$ cat config.mk
export PLATFORM = sky130hd
export DESIGN_NAME = scroll_bounce_transformer
export DESIGN_NICKNAME = d
export VERILOG_FILES = /design/src/rtl/scroll_bounce_transformer_pkg.sv /design/src/rtl/scroll_bounce_transformer_offset_axis.sv /design/src/rtl/scroll_bounce_transformer.sv
export SDC_FILE = /design/constraint.sdc
export NUM_CORES = 1
export LEC_CHECK = 0
export CAP_MARGIN = 15
export CORE_AREA = 2 2 107 109
export CTS_CLUSTER_DIAMETER = 30
export DETAILED_ROUTE_END_ITERATION = 10
export DIE_AREA = 0 0 109 111
export PLACE_DENSITY = 0.65
export REMOVE_ABC_BUFFERS = 1
export SETUP_SLACK_MARGIN = 0.2
export SYNTH_ARGS = -nofsm -noshare
export SYNTH_HDL_FRONTEND = slang
export SYNTH_SLANG_ARGS = --single-unit
$ cat constraint.sdc
create_clock -name clk_i -period 2.6 [get_ports clk_i]
set_input_delay 0.39 -clock clk_i [delete_from_list [all_inputs] [get_ports clk_i]]
set_output_delay 0.39 -clock clk_i [all_outputs]
set_load 0.1 [all_outputs]
$ cat src/rtl/scroll_bounce_transformer_pkg.sv
// Shared constants and offset-direction encoding for the scroll/bounce coordinate stage.
package scroll_bounce_transformer_pkg;

    localparam int unsigned COORD_W   = 10;
    localparam int unsigned H_RES_DEF = 640;
    localparam int unsigned V_RES_DEF = 480;

    // Per-axis offset direction; FWD counts up, REV counts down (bounce mode only).
    typedef logic dir_t;
    localparam dir_t FWD = 1'b0;
    localparam dir_t REV = 1'b1;

endpackage

$ cat src/rtl/scroll_bounce_transformer_offset_axis.sv
// One axis of scroll offset: wrap or bounce between 0 and MAX_OFF, stepping once per update.
module scroll_bounce_transformer_offset_axis
    import scroll_bounce_transformer_pkg::*;
#(
    parameter int unsigned STEP    = 2,
    parameter int unsigned MAX_OFF = 127,
    parameter int unsigned RES     = 640
) (
    input  logic               clk_i,
    input  logic               rst_ni,
    input  logic               update_i,
    input  logic               mode_i,
    output logic [COORD_W-1:0] off_o,
    output dir_t               dir_o
);

    // Reject parameter sets that would let the offset leave the visible range.
    if (MAX_OFF >= RES || STEP < 1 || STEP > MAX_OFF) begin : g_bad_params
        $error("offset_axis: STEP/MAX_OFF out of range");
    end

    localparam logic [COORD_W:0] StepW = (COORD_W + 1)'(STEP);
    localparam logic [COORD_W:0] MaxW  = (COORD_W + 1)'(MAX_OFF);
    localparam logic [COORD_W:0] WrapW = (COORD_W + 1)'(MAX_OFF + 1);

    logic [COORD_W-1:0] off_q, off_d;
    dir_t               dir_q, dir_d;
    logic [COORD_W:0]   sum;
    logic [COORD_W:0]   wrapped;
    logic [COORD_W:0]   diff;

    assign sum     = {1'b0, off_q} + StepW;
    assign wrapped = (sum > MaxW) ? sum - WrapW : sum;
    assign diff    = {1'b0, off_q} - StepW;

    // Next offset/direction; state only moves when an update fires.
    always_comb begin
        off_d = off_q;
        dir_d = dir_q;
        if (update_i) begin
            if (!mode_i) begin
                // Leaving bounce while in REV resumes forward from the current offset.
                off_d = wrapped[COORD_W-1:0];
                dir_d = FWD;
            end else if (dir_q == FWD) begin
                if (sum >= MaxW) begin
                    off_d = MaxW[COORD_W-1:0];
                    dir_d = REV;
                end else begin
                    off_d = sum[COORD_W-1:0];
                end
            end else begin
                if ({1'b0, off_q} <= StepW) begin
                    off_d = '0;
                    dir_d = FWD;
                end else begin
                    off_d = diff[COORD_W-1:0];
                end
            end
        end
    end

    // Offset and direction registers.
    always_ff @(posedge clk_i or negedge rst_ni) begin
        if (!rst_ni) begin
            off_q <= '0;
            dir_q <= FWD;
        end else begin
            off_q <= off_d;
            dir_q <= dir_d;
        end
    end

    assign off_o = off_q;
    assign dir_o = dir_q;

endmodule

$ cat src/rtl/scroll_bounce_transformer.sv
// Scroll/bounce coordinate transform between the VGA sync generator and the pixel decoder.
module scroll_bounce_transformer
    import scroll_bounce_transformer_pkg::*;
#(
    parameter int unsigned H_RES     = H_RES_DEF,
    parameter int unsigned V_RES     = V_RES_DEF,
    parameter int unsigned STEP_X    = 2,
    parameter int unsigned STEP_Y    = 1,
    parameter int unsigned MAX_OFF_X = 127,
    parameter int unsigned MAX_OFF_Y = 63,
    parameter int unsigned FRAME_DIV = 2
) (
    input  logic               clk_i,
    input  logic               rst_ni,
    input  logic               vsync_i,
    input  logic               enable_i,
    input  logic               mode_i,
    input  logic [COORD_W-1:0] x_i,
    input  logic [COORD_W-1:0] y_i,
    output logic [COORD_W-1:0] new_x_o,
    output logic [COORD_W-1:0] new_y_o,
    output logic               frame_tick_o
);

    localparam int unsigned   CntW  = (FRAME_DIV > 1) ? $clog2(FRAME_DIV) : 1;
    localparam logic [CntW-1:0] CntLast = CntW'(FRAME_DIV - 1);
    localparam logic [COORD_W:0] HResW = (COORD_W + 1)'(H_RES);
    localparam logic [COORD_W:0] VResW = (COORD_W + 1)'(V_RES);

    logic               vsync_q;
    logic [CntW-1:0]    cnt_q, cnt_d;
    logic               frame_start;
    logic               update;
    logic [COORD_W-1:0] off_x, off_y;
    dir_t               dir_x, dir_y;
    logic [COORD_W:0]   sum_x, sum_y, fold_x, fold_y;
    logic [COORD_W-1:0] new_x_d, new_y_d, new_x_q, new_y_q;
    logic               tick_q;

    assign frame_start = vsync_i & ~vsync_q;
    assign update      = frame_start & enable_i & (cnt_q == CntLast);

    // Frame divider: counts enabled frame starts, frozen while disabled.
    always_comb begin
        cnt_d = cnt_q;
        if (frame_start && enable_i) begin
            cnt_d = (cnt_q == CntLast) ? '0 : cnt_q + CntW'(1);
        end
    end

    scroll_bounce_transformer_offset_axis #(
        .STEP    (STEP_X),
        .MAX_OFF (MAX_OFF_X),
        .RES     (H_RES)
    ) u_axis_x (
        .clk_i    (clk_i),
        .rst_ni   (rst_ni),
        .update_i (update),
        .mode_i   (mode_i),
        .off_o    (off_x),
        .dir_o    (dir_x)
    );

    scroll_bounce_transformer_offset_axis #(
        .STEP    (STEP_Y),
        .MAX_OFF (MAX_OFF_Y),
        .RES     (V_RES)
    ) u_axis_y (
        .clk_i    (clk_i),
        .rst_ni   (rst_ni),
        .update_i (update),
        .mode_i   (mode_i),
        .off_o    (off_y),
        .dir_o    (dir_y)
    );

    // Shift visible coordinates by the offset, folding back into the visible range;
    // blanking coordinates pass through untouched.
    always_comb begin
        sum_x   = {1'b0, x_i} + {1'b0, off_x};
        sum_y   = {1'b0, y_i} + {1'b0, off_y};
        fold_x  = (sum_x >= HResW) ? sum_x - HResW : sum_x;
        fold_y  = (sum_y >= VResW) ? sum_y - VResW : sum_y;
        new_x_d = ({1'b0, x_i} < HResW) ? fold_x[COORD_W-1:0] : x_i;
        new_y_d = ({1'b0, y_i} < VResW) ? fold_y[COORD_W-1:0] : y_i;
    end

    // Edge detector, divider and output registers; vsync_q resets high so a vsync
    // already asserted at reset release is not seen as a frame start.
    always_ff @(posedge clk_i or negedge rst_ni) begin
        if (!rst_ni) begin
            vsync_q <= 1'b1;
            cnt_q   <= '0;
            new_x_q <= '0;
            new_y_q <= '0;
            tick_q  <= 1'b0;
        end else begin
            vsync_q <= vsync_i;
            cnt_q   <= cnt_d;
            new_x_q <= new_x_d;
            new_y_q <= new_y_d;
            tick_q  <= update;
        end
    end

    assign new_x_o      = new_x_q;
    assign new_y_o      = new_y_q;
    assign frame_tick_o = tick_q;

    // Direction is internal state only; not needed at the top level.
    logic unused_dir;
    assign unused_dir = dir_x ^ dir_y;

endmodule

==> run summary <==
pwr/cell area - 1370 nW/um^2
Post-CTS Hold Buffers - 0
first-pass GRT wire length - 21800 um
DR WL/cell - 16.6 um
critical path class - reg2reg
Yosys top cell by area - dfrtp_1
Routed Antenna Nets - 0
critical path's top delay family - compound AO/OA/AOI/OAI gates
CP endpoint kind - register
hold crit path type - in2async
FF+latch count, synth - 45
Area contributors post-synth - dfrtp_1 26%, ha_1 9.1%, nand2_1 4.9%, o21ai_0 4.7%, xnor2_1 3.7%
Leak - 0.00270 uW
CTS Buf Count - 5
Congestion Overflow GR - 0
most numerous cell in the Yosys netlist - nand2_1
CTS tree - yes
outcome - complete, but fails checks
VDD IR max - 1.08 mV
xor-xnor portion of the synthesized cell area - 5.93%
Worst path depth - 8
Die ar. - 12100 sq um
total wire length - 13500 um
Pins Over Slew Limit - 0
distinct cell type count after synthesis - 78
Synth Area in Simple Gates - 22.1%
Max Freq - 0.366 GHz
dpl hpwl - 9630 um
max-cap violations - 0
reg2reg setup slack - -130 ps
CP max FO - 3
TritonRoute pass-1 iters - 7
largest family of logic cells by synthesized area - compound AO/OA/AOI/OAI gates
CP peak stage delay - 390 ps
n_diodes - 0
clk_lat worst skew - 290 ps
Final Cell Area - 6280 sq um
Root Driver - clkbuf_16
sequential share of the synthesized area - 26.4%
core area - 11100 sq um
Total Power - 8570 uW
ys async rst share - 100%
synth-to-layout area growth - 47.1%
r2r worst-path depth - 8
Final period util - 105%
vias in the first global route - 4560
slowest cell on the critical path - dfrtp_1
starting density of the core - 38.5%
endpoints failing setup - 5
Cell Area, Synth - 4270 sq um
skew final - 4.82 ps
Starting DRT DRC Count - 284
Worst EP required - 2770 ps
Final GP Congestion - 0.937
fin nets - 732
Worst setup SP type - register
via count - 4729
Clock transition at path regs - 70 ps
Buf/Inv on CP - 0
# IOs - 46
Synth Area in Compound Gates - 28.8%
GR Util All Layers - 22.3%
FF-to-FF End - new_y_o[8]$_DFF_PN0_
unrepaired setup endpoints after global routing - true
Worst Path Arrival - 2900 ps
Synth top area share - 25.8%
DRC errors left - 0
largest net degree at the start of global routing - 46
row cnt - 39
Slew headroom - 57.4%
Post-Syn Area per Cell - 8.27 sq um
Synth top cells by count - 56 x nand2_1, 44 x dfrtp_1, 41 x nor2_1, 40 x o21ai_0, 31 x ha_1
top_reg_cell synth - dfrtp_1
EDFF count, synth - 0
initial antenna violation count - 0
vias per cell - 5.80
Fin. Hold Viols - 0
Critical Path, Cell by Cell - ha_2 > fa_2 > a21o_1 > a211o_1 > a2111oi_4 > a41oi_2 > and3_1 > o32a_1
Die X - 109 um
H-tree depth - 2
minimum clock period - 2730 ps
final worst slack - -129 ps
Port Buffer Count - 45
Least-Margin Pin Slew - 639 ps
Placed Area - 5570 sq um
chip height - 111 um
share of layout cells above drive strength 1 - 37.9%
failing checks - negative setup slack
CTS Buffer Depth - 2
yosys warns - 0
CTS sink count - 45
post-synthesis mux area share - 3.08%
FF-to-FF Start - u_axis_y.off_o[0]$_DFFE_PN0P_
Post-Synthesis Cells - 516
Adder-Cell Fraction of Synth Area - 10.0%
-- worst max path at each step --
stage / from / to / slack, ps
final: u_axis_y.off_o[0]$_DFFE_PN0P_ / new_y_o[8]$_DFF_PN0_ / -130
after global routing: u_axis_y.off_o[0]$_DFFE_PN0P_ / new_y_o[8]$_DFF_PN0_ / -210
after CTS: u_axis_y.off_o[0]$_DFFE_PN0P_ / new_y_o[8]$_DFF_PN0_ / -90
after detailed placement: y_i[0] / new_y_o[8]$_DFF_PN0_ / -650
after global placement: y_i[0] / new_y_o[8]$_DFF_PN0_ / -620
after floorplan: u_axis_y.off_o[0]$_DFFE_PN0P_ / new_y_o[8]$_DFF_PN0_ / -210
-- routing by layer --
| metal | global-route usage (%) | vias to the layer above | routed length [um] |
|---|---|---|---|
| li1 | - | 2259 | - |
| met1 | 29.2 | 2300 | 5880 |
| met2 | 37.5 | 148 | 6810 |
| met3 | 2.88 | 22 | 595 |
| met4 | 7.01 | 0 | 261 |
| met5 | 0 | - | 0 |
-- through the flow --
step,cells,TNS [ps],setup WS (ps),hold slack [ps],utilization [%]
3_3_place_gp,792,-4640,-624,456,50.3
6_report,816,-337,-129,207,56.7
4_1_cts,809,-233,-93.1,228,54.4
2_1_floorplan,497,-1530,-212,94.4,-
5_1_grt,816,-1750,-212,259,56.7
3_5_place_dp,792,-5450,-651,460,50.3
-- final cells by class --
type	instances	area [sq um]
fill	960	4800
inverter	19	71.3
sequential	45	1130
tap	143	179
clock inverter	1	5.00
multi-input combinational	433	3410
clock buffer	5	125
timing repair buffer	170	1360
-- state kept, by name, summed over array words and instances (netlist names) --
signal / cells
cnt_q: 1
frame_tick_o: 1
new_x_o: 10
new_y_o: 10
u_axis_x.dir_o: 1
u_axis_x.off_o: 10
u_axis_y.dir_o: 1
u_axis_y.off_o: 10
vsync_q: 1
-- logic make-up after synthesis --
group / after synthesis
xor+xnor: 28
flops: 45
buf+inv: 38
compound gates: 171
mux: 12
fa+ha+maj: 33
simple gates: 189
-- cell usage in the layout (no fill, tap or decap), types with 8 or more instances in the layout --
master and instances:
nand3_1 13, ha_1 18, dfrtp_1 40, nor2_1 39
inv_1 17, nor3_1 11, mux2_2 9, and3_1 11
xor2_1 8, buf_4 141, nand2_1 53, o21ai_1 16
xnor2_1 13, a21oi_1 23, a21oi_2 8, clkdlybuf4s50_1 16
a21o_1 9, o21ai_0 28
-- worst register-to-register path: stages (launching register included) --
cell and delay (ps):
dfrtp_1 390, ha_2 210, fa_2 390, a21o_1 210
a211o_1 310, a2111oi_4 330, a41oi_2 200, and3_1 230
o32a_1 340
-- report_power, final --
group	internal [uW]	leakage, uW	switching (uW)
Clock	345	0.0000655	284
Sequential	1000	0.000524	282
Combinational	2860	0.00211	3800
-- repair_timing --
item                       4_1_cts  5_1_grt
setup endpoints to repair       28       27
gates resized for setup         67       43
pin swaps                       37       35
buffers inserted                11        7
No activity file was read; power rests on OpenSTA's default activity.
